### config.mk
export PLATFORM = sky130hd
export DESIGN_NAME = lc3_control
export DESIGN_NICKNAME = d
export VERILOG_FILES = /design/src/rtl/lc3_control.sv
export SDC_FILE = /design/constraint.sdc
export NUM_CORES = 1
export LEC_CHECK = 0
export ABC_AREA = 1
export ABC_CLOCK_PERIOD_IN_PS = 2730
export BUFFER_PORTS_ARGS = -buffer_cell sky130_fd_sc_hd__buf_2
export CAP_MARGIN = 20
export CORE_ASPECT_RATIO = 0.7
export CORE_MARGIN = 2
export CORE_UTILIZATION = 35
export CTS_CLUSTER_SIZE = 16
export DETAILED_ROUTE_END_ITERATION = 10
export HOLD_SLACK_MARGIN = 0.02
export SLEW_MARGIN = 10
export SYNTH_ARGS = -nofsm -noshare
export SYNTH_HDL_FRONTEND = slang
export SYNTH_SLANG_ARGS = --single-unit
export TNS_END_PERCENT = 50
### constraint.sdc
create_clock -name i_clk -period 2.73 [get_ports i_clk]
set_clock_uncertainty 0.15 [all_clocks]
set_input_delay 0.273 -clock i_clk [delete_from_list [all_inputs] [get_ports i_clk]]
set_output_delay 0.273 -clock i_clk [all_outputs]
set_load 0.05 [all_outputs]
### src/rtl/lc3_control.sv
// rtl/lc3_control.sv - LC-3 Moore sequencer: fetch/decode/execute, memory wait states, pause handshake
module lc3_control #(
  parameter int unsigned MEM_WAIT = 2
) (
  input  logic       i_clk,
  input  logic       i_reset_n,
  input  logic       i_run,
  input  logic       i_continue,
  input  logic [3:0] i_opcode,
  input  logic       i_ir_5,
  input  logic       i_ben,
  output logic       o_ld_mar,
  output logic       o_ld_mdr,
  output logic       o_ld_ir,
  output logic       o_ld_ben,
  output logic       o_ld_cc,
  output logic       o_ld_reg,
  output logic       o_ld_pc,
  output logic       o_ld_led,
  output logic       o_gate_pc,
  output logic       o_gate_mdr,
  output logic       o_gate_alu,
  output logic       o_gate_marmux,
  output logic [1:0] o_pcmux,
  output logic [1:0] o_addr2mux,
  output logic       o_addr1mux,
  output logic       o_sr1mux,
  output logic       o_sr2mux,
  output logic       o_drmux,
  output logic [1:0] o_aluk,
  output logic       o_mio_en,
  output logic       o_mem_rd,
  output logic       o_mem_wr
);

  typedef enum logic [4:0] {
    S_HALTED, S_FETCH1, S_FETCH2, S_FETCH3, S_DECODE,
    S_ADD, S_AND, S_NOT, S_BR, S_BR_TAKEN, S_JMP,
    S_JSR1, S_JSR2, S_LDR1, S_LDR2, S_LDR3,
    S_STR1, S_STR2, S_STR3, S_PAUSE1, S_PAUSE2
  } state_t;

  localparam logic [2:0] W_LAST = 3'(MEM_WAIT - 1);

  state_t     r_state;
  state_t     w_next_state;
  logic [2:0] r_wait_cnt;
  logic [2:0] w_wait_cnt_next;
  logic       w_in_wait;
  logic       w_wait_done;

  assign w_in_wait   = (r_state == S_FETCH2) || (r_state == S_LDR2) || (r_state == S_STR3);
  assign w_wait_done = (r_wait_cnt == W_LAST);

  // Every wait state exits to a non-wait state, so clearing on exit doubles as clearing on entry.
  assign w_wait_cnt_next = (w_in_wait && !w_wait_done) ? r_wait_cnt + 3'd1 : 3'd0;

  always_ff @(posedge i_clk or negedge i_reset_n) begin
    if (!i_reset_n) begin
      r_state    <= S_HALTED;
      r_wait_cnt <= 3'd0;
    end else begin
      r_state    <= w_next_state;
      r_wait_cnt <= w_wait_cnt_next;
    end
  end

  always_comb begin
    w_next_state = r_state;
    case (r_state)
      S_HALTED:   if (i_run) w_next_state = S_FETCH1;
      S_FETCH1:   w_next_state = S_FETCH2;
      S_FETCH2:   if (w_wait_done) w_next_state = S_FETCH3;
      S_FETCH3:   w_next_state = S_DECODE;
      S_DECODE: begin
        case (i_opcode)
          4'b0001: w_next_state = S_ADD;
          4'b0101: w_next_state = S_AND;
          4'b1001: w_next_state = S_NOT;
          4'b0000: w_next_state = S_BR;
          4'b1100: w_next_state = S_JMP;
          4'b0100: w_next_state = S_JSR1;
          4'b0110: w_next_state = S_LDR1;
          4'b0111: w_next_state = S_STR1;
          4'b1101: w_next_state = S_PAUSE1;
          default: w_next_state = S_FETCH1;
        endcase
      end
      S_BR:       w_next_state = i_ben ? S_BR_TAKEN : S_FETCH1;
      S_JSR1:     w_next_state = S_JSR2;
      S_LDR1:     w_next_state = S_LDR2;
      S_LDR2:     if (w_wait_done) w_next_state = S_LDR3;
      S_STR1:     w_next_state = S_STR2;
      S_STR2:     w_next_state = S_STR3;
      S_STR3:     if (w_wait_done) w_next_state = S_FETCH1;
      S_PAUSE1:   if (i_continue) w_next_state = S_PAUSE2;
      S_PAUSE2:   if (!i_continue) w_next_state = S_FETCH1;
      default:    w_next_state = S_FETCH1;
    endcase
  end

  always_comb begin
    o_ld_mar      = 1'b0;
    o_ld_mdr      = 1'b0;
    o_ld_ir       = 1'b0;
    o_ld_ben      = 1'b0;
    o_ld_cc       = 1'b0;
    o_ld_reg      = 1'b0;
    o_ld_pc       = 1'b0;
    o_ld_led      = 1'b0;
    o_gate_pc     = 1'b0;
    o_gate_mdr    = 1'b0;
    o_gate_alu    = 1'b0;
    o_gate_marmux = 1'b0;
    o_pcmux       = 2'b00;
    o_addr2mux    = 2'b00;
    o_addr1mux    = 1'b0;
    o_sr1mux      = 1'b0;
    o_sr2mux      = 1'b0;
    o_drmux       = 1'b0;
    o_aluk        = 2'b00;
    o_mio_en      = 1'b0;
    o_mem_rd      = 1'b0;
    o_mem_wr      = 1'b0;
    case (r_state)
      S_FETCH1: begin
        o_gate_pc = 1'b1;
        o_ld_mar  = 1'b1;
        o_ld_pc   = 1'b1;
      end
      S_FETCH2, S_LDR2: begin
        o_mem_rd = 1'b1;
        o_mio_en = 1'b1;
        o_ld_mdr = w_wait_done;
      end
      S_FETCH3: begin
        o_gate_mdr = 1'b1;
        o_ld_ir    = 1'b1;
      end
      S_DECODE: o_ld_ben = 1'b1;
      S_ADD, S_AND: begin
        o_sr1mux   = 1'b1;
        o_sr2mux   = i_ir_5;
        o_aluk     = (r_state == S_AND) ? 2'b01 : 2'b00;
        o_gate_alu = 1'b1;
        o_ld_reg   = 1'b1;
        o_ld_cc    = 1'b1;
      end
      S_NOT: begin
        o_sr1mux   = 1'b1;
        o_aluk     = 2'b10;
        o_gate_alu = 1'b1;
        o_ld_reg   = 1'b1;
        o_ld_cc    = 1'b1;
      end
      S_BR_TAKEN: begin
        o_addr2mux = 2'b10;
        o_pcmux    = 2'b01;
        o_ld_pc    = 1'b1;
      end
      S_JMP: begin
        o_sr1mux   = 1'b1;
        o_aluk     = 2'b11;
        o_gate_alu = 1'b1;
        o_pcmux    = 2'b10;
        o_ld_pc    = 1'b1;
      end
      S_JSR1: begin
        o_gate_pc = 1'b1;
        o_drmux   = 1'b1;
        o_ld_reg  = 1'b1;
      end
      S_JSR2: begin
        o_addr2mux = 2'b11;
        o_pcmux    = 2'b01;
        o_ld_pc    = 1'b1;
      end
      S_LDR1, S_STR1: begin
        o_sr1mux      = 1'b1;
        o_addr1mux    = 1'b1;
        o_addr2mux    = 2'b01;
        o_gate_marmux = 1'b1;
        o_ld_mar      = 1'b1;
      end
      S_LDR3: begin
        o_gate_mdr = 1'b1;
        o_ld_reg   = 1'b1;
        o_ld_cc    = 1'b1;
      end
      // Store data comes from SR (IR[11:9]) passed through the ALU onto the bus.
      S_STR2: begin
        o_aluk     = 2'b11;
        o_gate_alu = 1'b1;
        o_ld_mdr   = 1'b1;
      end
      S_STR3:   o_mem_wr = 1'b1;
      S_PAUSE1: o_ld_led = 1'b1;
      default: ;
    endcase
  end

endmodule

==> results of run 1 <==
==> layout make-up <==
| cell class | instances | area (um^2) |
|---|---|---|
| well taps | 36 | 45.0 |
| fillers | 291 | 1510 |
| multi-input cells | 118 | 677 |
| clock buffers | 3 | 41.3 |
| flip-flops and latches | 8 | 200 |
| inverters | 28 | 105 |
| repair buffers | 35 | 180 |
==> power by group through the flow <==
stage / combinational (mW) / sequential, mW / clock (mW)
3_3_place_gp: 1.00 / 0.222 / 0
2_1_floorplan: 0.859 / 0.196 / 0
3_5_place_dp: 1.00 / 0.225 / 0
5_1_grt: 1.09 / 0.228 / 0.154
4_1_cts: 1.01 / 0.223 / 0.148
6_report: 1.01 / 0.224 / 0.142
==> cells by family (layout without fill, tap and decap cells) <==
family	after synthesis	after routing	share of synthesized area [%]
fa+ha+maj	6	6	7.43
buf+inv	32	66	13.7
flops	8	8	19.8
simple gates	96	96	48.0
compound gates	15	15	10.1
xor+xnor	1	1	0.866
==> tightest hold or removal path, delay by kind of cell <==
family / cells / cell delay, ns
buffers and inverters: 1 / 0.08
AND/OR/NAND/NOR: 2 / 0.17
==> how the worst max path moves through the flow <==
stage | slack [ns] | end | startpoint | cells past startpoint
floorplan | 0.16 | o_aluk[0] | r_state[4] | 6
global placement | 0.73 | o_ld_pc | r_state[4] | 8
detailed placement | 0.74 | o_ld_pc | r_state[4] | 8
CTS | 0.49 | o_ld_pc | r_state[4] | 8
global route | 0.35 | o_ld_pc | r_state[4] | 8
finish | 0.48 | o_ld_pc | r_state[4] | 8
==> flip-flops by register name, indices dropped and copies added, names as in the netlist <==
name        flops
r_wait_cnt      3
r_state         5
==> routing by layer <==
metal	part of all wire, %	up-vias	wire, um	track usage, %
met2	43	45	1110	23.1
li1	-	568	-	-
met1	50	502	1300	23.9
met5	0	-	0	0
met4	0	0	0	3.00
met3	6.9	0	178	3.00
==> cells in the mapped netlist <==
cell       n
nand2_2    3
nand3_2    8
o21ai_0    5
a21oi_4    1
ha_1       6
o31ai_1    2
buf_4      3
o21ai_2    1
inv_1     16
buf_6      1
nand3_1   13
o21ai_1    2
clkinv_1   1
nor2_4     4
nand3b_1   1
nand2_1   41
nor2_1    19
inv_2     11
xnor2_1    1
dfrtp_1    8
nor2_2     3
o211ai_1   3
a21oi_1    1
nand4_1    4
==> results.sh, run 1 <==
export IMPL_synth_area_leaders="dfrtp_1, nand2_1, nand3_2, ha_1, nor2_1"
export IMPL_route_vias_total=1115
export IMPL_drt_iter0_drc=51
export IMPL_cp_cell_sequence="inv_2 -> nand3_1 -> nor2_1 -> inv_1 -> o31ai_2 -> nor2_1 -> nand2_1 -> buf_2"
export IMPL_n_antenna_cell=0
export IMPL_holdPathEnd="r_state[3]"
export IMPL_setup_viol=0
export IMPL_worst_pin_slew_ns=0.372
export IMPL_hold_path_cell_count=3
export IMPL_holdCritStartpoint="i_ben"
export IMPL_ios=35
export IMPL_routedWlPerCell_um=11.3
export IMPL_htree_levels=1
export IMPL_area_growth_syn_to_layout_pct=23.5
export IMPL_ys_ff_latch=8
export IMPL_slowest_delay_ns=0.46
export IMPL_avgSynthCellArea_um2=6.40
export IMPL_seq_power_share_pct=16.3
export IMPL_finalCritPeriodShare_pct=82.3
export IMPL_ant_nets=0
export IMPL_grt_pass1_vias=933
export IMPL_drive_gt1_share_pct=35.9
export IMPL_final_common_cell="nand2_1"
export IMPL_root_buffer="clkbuf_8"
export IMPL_cts_made_buffers=3
export IMPL_critPathBufInv=3
export IMPL_fin_crit_ns=2.25
export IMPL_cts_hold_buf=1
export IMPL_grt_usage_pct=15.8
export IMPL_fp_row_count=16
export IMPL_place_ws_ns=0.737
export IMPL_yosysTopAreaCellShare_pct=19.8
export IMPL_fp_dieH_um=49.0
export IMPL_reg2regPathDepth=9
export IMPL_final_instance_count_excl_fill=228
export IMPL_post_route_drc_count=0
export IMPL_rr_startpoint="r_state[4]"
export IMPL_grt_first_pass_wirelength_um=4110
export IMPL_synth_cells=158
export IMPL_start_util_pct=36.6
export IMPL_path_delay_family="buffers and inverters"
export IMPL_critical_path_arrival_ns=1.82
export IMPL_comb_power_share_pct=73.4
export IMPL_clockPowerShare_pct=10.3
export IMPL_place_inst=224
export IMPL_viasPerCell=4.89
export IMPL_nets=210
export IMPL_clk_path_buf_depth=2
export IMPL_rsz0062_at_grt="no"
export IMPL_place_area_mm2=0.00120
export IMPL_outcome="finished clean"
export IMPL_cap_violations=0
export IMPL_worst_slack_ns=0.482
export IMPL_crit_required_ns=2.31
export IMPL_gr_total_overflow=0
export IMPL_yosysSeqAreaShare_pct=19.8
export IMPL_insertion_delay_ns=0.23
export IMPL_die_w_um=68.2
export IMPL_yosys_warnings=0
export IMPL_synth_top_cell_by_area="dfrtp_1"
export IMPL_totalWireLength_um=2580
export IMPL_syn_nets=174
export IMPL_p_switching_mw=0.877
export IMPL_antenna_found_initial=0
export IMPL_cts_resized=0
export IMPL_cp_common_cell="nor2_1"
export IMPL_grt_max_degree=15
export IMPL_slew_viol_final=0
export IMPL_stdcell_area_mm2=0.00125
export IMPL_dr_pass1_iters=4
export IMPL_setup_worst_path_class="flop to primary output"
export IMPL_fp_coreArea_mm2=0.00276
export IMPL_die_area_mm2=0.00334
export IMPL_final_hold_viol_count=0
export IMPL_place_gp_congestion=0.852
export IMPL_cts_setup_buffers=0
export IMPL_critPathMaxFanout=14
export IMPL_setup_tns_ns=0
export IMPL_netlist_area_mm2=0.00101
export IMPL_p_leak_nw=0.777
export IMPL_final_cell_mix="nand2_1, buf_2, nor2_1"
export IMPL_worst_ir_drop_vdd_mv=0.396
export IMPL_slowest_stage="dfrtp_1"
export IMPL_final_core_util_pct=45.2
export IMPL_end_kind="primary output"
export IMPL_max_slew_margin_rel_pct=75.2
export IMPL_holdWs_ns=0.181
export IMPL_sw_frac_of_total_pct=63.8
export IMPL_power_per_cell_area_mw_per_mm2=1100
export IMPL_p_int_mw=0.498
export IMPL_min_path_type="input port to flop"
export IMPL_max_freq_ghz=0.445
export IMPL_p_total_mw=1.37
export IMPL_r2r_slack_ns=1.04
export IMPL_startpoint_type="flop"
export IMPL_clkSinkCount=8
export IMPL_rr_endpoint="r_state[2]"
export IMPL_ys_types=24
export IMPL_clk_pin_slew_ns=0.04
export IMPL_tritoncts="done"
export IMPL_place_port_buffers=34
export IMPL_dp_hpwl_um=2120
No activity file was read; power rests on OpenSTA's default activity.
==> run 2, diff against run 1 <==
--- a/config.mk
+++ b/config.mk
@@ -6,7 +6,7 @@
 export NUM_CORES = 1
 export LEC_CHECK = 0
 export ABC_AREA = 1
-export ABC_CLOCK_PERIOD_IN_PS = 2730
+export ABC_CLOCK_PERIOD_IN_PS = 1850
 export BUFFER_PORTS_ARGS = -buffer_cell sky130_fd_sc_hd__buf_2
 export CAP_MARGIN = 20
 export CORE_ASPECT_RATIO = 0.7
==> constraint.sdc (replaced) <==
create_clock -name i_clk -period 1.85 [get_ports i_clk]
set_clock_uncertainty 0.15 [all_clocks]
set_input_delay 0.185 -clock i_clk [delete_from_list [all_inputs] [get_ports i_clk]]
set_output_delay 0.185 -clock i_clk [all_outputs]
set_load 0.05 [all_outputs]
==> run 2 against run 1 <==
  * The run now ends with setup timing left
  * Global-route usage is 2.3 points higher
  * Sequential cell count unchanged
  * Worst hold slack worse by 0.095 ns
  * Worst setup slack worse by 0.49 ns
  * Critical path depth fell by 2
  * First-iteration DRC count decreased by 24%
  * Largest cell class unchanged
  * Final cell count grew 9.2%
  * Register-to-register slack worse by 0.91 ns
==> results.sh, run 2 (same netlist as run 1, synthesis figures left out) <==
export IMPL_outcome="finished with violations"
export IMPL_violations="setup timing"
export IMPL_dp_hpwl_um=2350
export IMPL_die_area_mm2=0.00334
export IMPL_final_common_cell="nand2_1"
export IMPL_layout_area_seq_um2=205
export IMPL_final_hold_viol_count=0
export IMPL_insertion_delay_ns=0.23
export IMPL_largest_register="r_state"
export IMPL_cap_violations=0
export IMPL_final_cell_mix="nand2_1, buf_4, nor2_1"
export IMPL_finalCritPeriodShare_pct=100
export IMPL_clk_pin_slew_ns=0.05
export IMPL_setup_tns_ns=-0.00441
export IMPL_critical_path_arrival_ns=1.52
export IMPL_slowest_stage="dfrtp_2"
export IMPL_area_growth_syn_to_layout_pct=60.0
export IMPL_fin_crit_ns=1.85
export IMPL_rsz0062_at_grt="yes"
export IMPL_gr_total_overflow=0
export IMPL_grt_pass1_vias=1033
export IMPL_clkSinkCount=8
export IMPL_final_instance_count_excl_fill=249
export IMPL_routedWlPerCell_um=12.7
export IMPL_slew_viol_final=0
export IMPL_antenna_found_initial=0
export IMPL_root_buffer="clkbuf_8"
export IMPL_ios=35
export IMPL_grt_first_pass_wirelength_um=4690
export IMPL_multi_input_comb_area_um2=773
export IMPL_max_freq_ghz=0.539
export IMPL_fp_dieH_um=49.0
export IMPL_clk_path_buf_depth=2
export IMPL_holdWs_ns=0.0860
export IMPL_fp_row_count=16
export IMPL_place_gp_congestion=0.859
export IMPL_max_slew_margin_rel_pct=81.0
export IMPL_setup_viol=1
export IMPL_nFillCells=266
export IMPL_viasPerCell=4.95
export IMPL_final_core_util_pct=58.6
export IMPL_drive_gt1_share_pct=53.1
export IMPL_end_kind="primary output"
export IMPL_drt_iter0_drc=39
export IMPL_p_leak_nw=0.895
export IMPL_tritoncts="done"
export IMPL_fp_coreArea_mm2=0.00276
export IMPL_route_vias_total=1232
export IMPL_place_ws_ns=0.0788
export IMPL_startpoint_type="flop"
export IMPL_slowest_delay_ns=0.48
export IMPL_min_path_type="input port to flop"
export IMPL_cts_made_buffers=3
export IMPL_grt_max_degree=9
export IMPL_ant_nets=0
export IMPL_worst_slack_ns=-0.00441
export IMPL_dr_pass1_iters=4
export IMPL_setup_worst_path_class="flop to primary output"
export IMPL_n_antenna_cell=0
export IMPL_post_route_drc_count=0
export IMPL_die_w_um=68.2
export IMPL_worst_pin_slew_ns=0.284
export IMPL_nets=231
export IMPL_power_per_cell_area_mw_per_mm2=1610
export IMPL_place_inst=231
export IMPL_largest_reg_flops=5
export IMPL_worst_ir_drop_vdd_mv=0.864
export IMPL_critPathMaxFanout=7
export IMPL_crit_required_ns=1.51
export IMPL_start_util_pct=36.6
export IMPL_reg_top3="r_state: 5 flops, r_wait_cnt: 3 flops"
export IMPL_totalWireLength_um=3160
export IMPL_grt_usage_pct=18.1
export IMPL_cp_cell_sequence="nor2_4 -> nand3_2 -> nand2_2 -> inv_2 -> nand2_1 -> buf_6"
export IMPL_htree_levels=1
export IMPL_place_port_buffers=34
run 2: stage by stage:
stage | instance area (um^2) | power [mW]
3_3_place_gp | 1290 | 1.94
4_1_cts | 1440 | 2.33
3_5_place_dp | 1290 | 1.95
2_1_floorplan | 1050 | 1.60
5_1_grt | 1620 | 2.78
6_report | 1620 | 2.61
run 2: worst max-delay path: cells and delay by family, from the launching register on:
kind | cells | cell delay, ns
buffers and inverters | 2 | 0.22
AND/OR/NAND/NOR | 4 | 0.58
flip-flops | 1 | 0.48
run 2: path summary, 6_finish.rpt:
kind	startpoint	end	slack (ns)	cells past startpoint
setup / recovery	r_state[3]	o_addr2mux[0]	-0.004	6
hold / removal	i_continue	r_state[0]	0.09	4
setup reg to reg	r_state[3]	r_state[1]	0.13	9
hold reg to reg	r_wait_cnt[0]	r_wait_cnt[0]	0.31	1
max in group asynchronous	i_reset_n	r_state[2]	1.17	2
min in group asynchronous	i_reset_n	r_state[3]	0.18	2
run 2: layout make-up:
class | instances | area share, %
Sequential cell | 8 | 12.7
Timing Repair Buffer | 56 | 27.5
Tap cell | 36 | 2.78
Multi-Input combinational cell | 118 | 47.8
Clock buffer | 3 | 2.55
Inverter | 28 | 6.65
run 2: timing repair:
action,CTS,global route
pin swaps,1,7
gates resized for setup,17,43
hold buffers,1,0
setup endpoints to repair,19,22
hold endpoints to repair,8,0
gates cloned,0,0
setup buffers,6,8
run 2: metal layers:
layer  track usage, %  routed length, um  vias up
met1             25.7               1500      577
met5                0                  0        -
met3             3.00                166        0
li1                 -                  -      611
met4             3.00                  0        0
met2             28.8               1490       44
run 2: report_power, final:
part	switching (mW)	leakage, nW	internal (mW)
Sequential	0.0951	0.101	0.236
Clock	0.0699	0.0216	0.141
Combinational	1.33	0.772	0.741
==> run 3, diff against run 2 <==
--- a/config.mk
+++ b/config.mk
@@ -5,7 +5,6 @@
 export SDC_FILE = /design/constraint.sdc
 export NUM_CORES = 1
 export LEC_CHECK = 0
-export ABC_AREA = 1
 export ABC_CLOCK_PERIOD_IN_PS = 1850
 export BUFFER_PORTS_ARGS = -buffer_cell sky130_fd_sc_hd__buf_2
 export CAP_MARGIN = 20
==> run 3 against run 2 <==
  * Non-clock buffer count is 11 higher
  * Total power up 15%
  * Clock power hardly changed
  * Sequential power grew 2%
  * The flow still finishes with violations (setup timing)
  * Worst hold slack lost 0.037 ns
  * Wire length grew 6.6%
  * Combinational power increased by 18%
  * Sequential share of layout area shrank 0.98 points
  * Highest routed layer is now met4
  * Register-to-register slack got worse by 0.17 ns
  * Die area rose by 9.7%
  * Synthesized cell count decreased by 4.4%
==> results.sh, run 3 <==
export IMPL_yosys_warnings=0
export IMPL_holdPathEnd="r_state[0]"
export IMPL_finalCritPeriodShare_pct=102
export IMPL_setup_worst_path_class="flop to primary output"
export IMPL_synth_top_cell_by_area="dfrtp_1"
export IMPL_final_instance_count_excl_fill=244
export IMPL_holdCritStartpoint="i_continue"
export IMPL_area_growth_syn_to_layout_pct=58.1
export IMPL_place_inst=233
export IMPL_critPathBufInv=2
export IMPL_nets=224
export IMPL_n_antenna_cell=0
export IMPL_insertion_delay_ns=0.23
export IMPL_routedWlPerCell_um=13.8
export IMPL_start_util_pct=35.9
export IMPL_r2r_slack_ns=-0.04
export IMPL_clk_path_buf_depth=2
export IMPL_synth_cells=151
export IMPL_multi_input_comb_area_um2=913
export IMPL_ys_types=44
export IMPL_synth_edf_count=0
export IMPL_place_area_mm2=0.00146
export IMPL_path_delay_family="flip-flops"
export IMPL_rr_startpoint="r_state[1]"
export IMPL_reg_top3="r_state: 5 flops, r_wait_cnt: 3 flops"
export IMPL_die_area_mm2=0.00366
export IMPL_cts_made_buffers=3
export IMPL_final_common_cell="buf_4"
export IMPL_drive_gt1_share_pct=56.8
export IMPL_cap_violations=0
export IMPL_netlist_area_mm2=0.00112
export IMPL_setup_viol=12
export IMPL_post_route_drc_count=0
export IMPL_place_ws_ns=0.0420
export IMPL_antenna_found_initial=0
export IMPL_layout_area_seq_um2=206
export IMPL_dp_hpwl_um=2580
export IMPL_worst_ir_drop_vdd_mv=0.808
export IMPL_largest_register="r_state"
export IMPL_p_leak_nw=0.832
export IMPL_final_cell_mix="buf_4, nand2_1, nor2_1"
export IMPL_htree_levels=1
export IMPL_ant_nets=0
export IMPL_ios=35
export IMPL_ys_flop_type="dfrtp_1"
export IMPL_fin_crit_ns=1.89
export IMPL_crit_required_ns=1.51
export IMPL_ys_async_sr_fraction_pct=100
export IMPL_rsz0062_at_grt="yes"
export IMPL_slew_viol_final=0
export IMPL_final_core_util_pct=56.8
export IMPL_grt_max_degree=12
export IMPL_min_path_type="input port to flop"
export IMPL_fp_coreArea_mm2=0.00311
export IMPL_setup_tns_ns=-0.253
export IMPL_tritoncts="done"
export IMPL_outcome="finished with violations"
export IMPL_yosysTopAreaCellShare_pct=17.9
export IMPL_route_vias_total=1266
export IMPL_p_total_mw=2.99
export IMPL_clkSinkCount=8
export IMPL_holdWs_ns=0.0495
export IMPL_end_kind="primary output"
export IMPL_place_port_buffers=34
export IMPL_worst_slack_ns=-0.0449
export IMPL_synth_most_common_cell="nor2_1"
export IMPL_yosysSeqAreaShare_pct=17.9
export IMPL_viasPerCell=5.19
export IMPL_avgSynthCellArea_um2=7.39
export IMPL_rr_endpoint="r_state[2]"
export IMPL_largest_reg_flops=5
export IMPL_totalWireLength_um=3370
export IMPL_die_w_um=71.5
export IMPL_grt_first_pass_wirelength_um=5650
export IMPL_cp_cell_sequence="buf_4 -> or3_4 -> o21ai_2 -> buf_6"
export IMPL_syn_nets=167
export IMPL_synthTopCellsByCount="nor2_1, nand2_1, a21oi_1, inv_1"
export IMPL_dr_pass1_iters=5
export IMPL_stdcell_area_mm2=0.00176
export IMPL_max_freq_ghz=0.528
export IMPL_violations="setup timing"
export IMPL_grt_pass1_vias=1225
export IMPL_fp_dieH_um=51.2
export IMPL_gr_total_overflow=0
export IMPL_cp_startpoint="r_state[2]"
export IMPL_slowest_delay_ns=0.47
export IMPL_startpoint_type="flop"
export IMPL_root_buffer="clkbuf_8"
export IMPL_max_slew_margin_rel_pct=79.0
export IMPL_synth_area_leaders="dfrtp_1, ha_1, nor2_1, nand2_1, a21oi_1"
export IMPL_ys_ff_latch=8
export IMPL_final_hold_viol_count=0
export IMPL_worst_pin_slew_ns=0.313
export IMPL_reg2regPathDepth=7
export IMPL_power_per_cell_area_mw_per_mm2=1700
export IMPL_grt_usage_pct=19.3
export IMPL_critical_path_arrival_ns=1.56
export IMPL_place_gp_congestion=0.886
export IMPL_drt_iter0_drc=39
export IMPL_critPathMaxFanout=8
export IMPL_fp_row_count=17
export IMPL_clk_pin_slew_ns=0.05
export IMPL_slowest_stage="dfrtp_2"
export IMPL_nFillCells=281
export IMPL_hold_path_cell_count=2
-- run 3: cell types whose count changed after synthesis, sizes merged, moves of 6 or more --
cell	delta
buf	+9
inv	-18
nand2b	+6
nor2b	+6
nor3	+7
nand3	-18
nand2	-28
a21oi	+8
nor2	-6
-- run 3: worst max-delay path by stage --
stage | endpoint | slack [ns] | cells after the start
2_1_floorplan | o_addr2mux[1] | -0.38 | 4
3_3_place_gp | r_state[1] | 0.07 | 6
3_5_place_dp | o_ld_mdr | 0.04 | 4
4_1_cts | o_mem_rd | -0.05 | 4
5_1_grt | o_ld_pc | -0.10 | 7
6_report | o_gate_alu | -0.04 | 4
-- run 3: cell families (layout without fill, tap and decap cells) --
family / count (synthesis) / count (layout) / share of synthesized area, %
and+or+nand+nor: 68 / 68 / 31.7
muxes: 5 / 5 / 5.49
xor gates and xnor gates: 5 / 5 / 3.92
AOI/OAI and AO/OA: 35 / 35 / 20.3
buffers and inverters: 24 / 79 / 13.9
adders and majority gates: 6 / 6 / 6.73
DFF: 8 / 8 / 17.9
-- run 3: routing by layer --
layer	part of all wire (%)	wire length, um	vias to the layer above	GRT usage, %
met5	0	0	-	0
met4	0.65	22	0	5.66
met3	5.0	167	4	2.37
met2	48	1630	38	32.6
met1	46	1550	601	25.9
li1	-	-	623	-
-- run 3: report_power, final --
part,internal (mW),total (mW),switching [mW]
Clock,0.141,0.212,0.0711
Sequential,0.236,0.336,0.100
Combinational,1.03,2.44,1.42
Total,1.41,2.99,1.59
-- run 3: what timing repair did --
item | in CTS | in global routing
pin swaps | 0 | 7
endpoints found under the hold margin | 8 | 0
buffers inserted | 2 | 5
gates resized for setup | 34 | 32
setup endpoints to repair | 22 | 25
hold buffers | 1 | 0
-- run 3: cell type report --
type / instances / area share [%]
multi-input combinational: 119 / 51.8
timing repair buffer: 67 / 29.6
sequential: 8 / 11.7
tap: 38 / 2.70
clock buffer: 3 / 2.34
inverter: 9 / 1.91
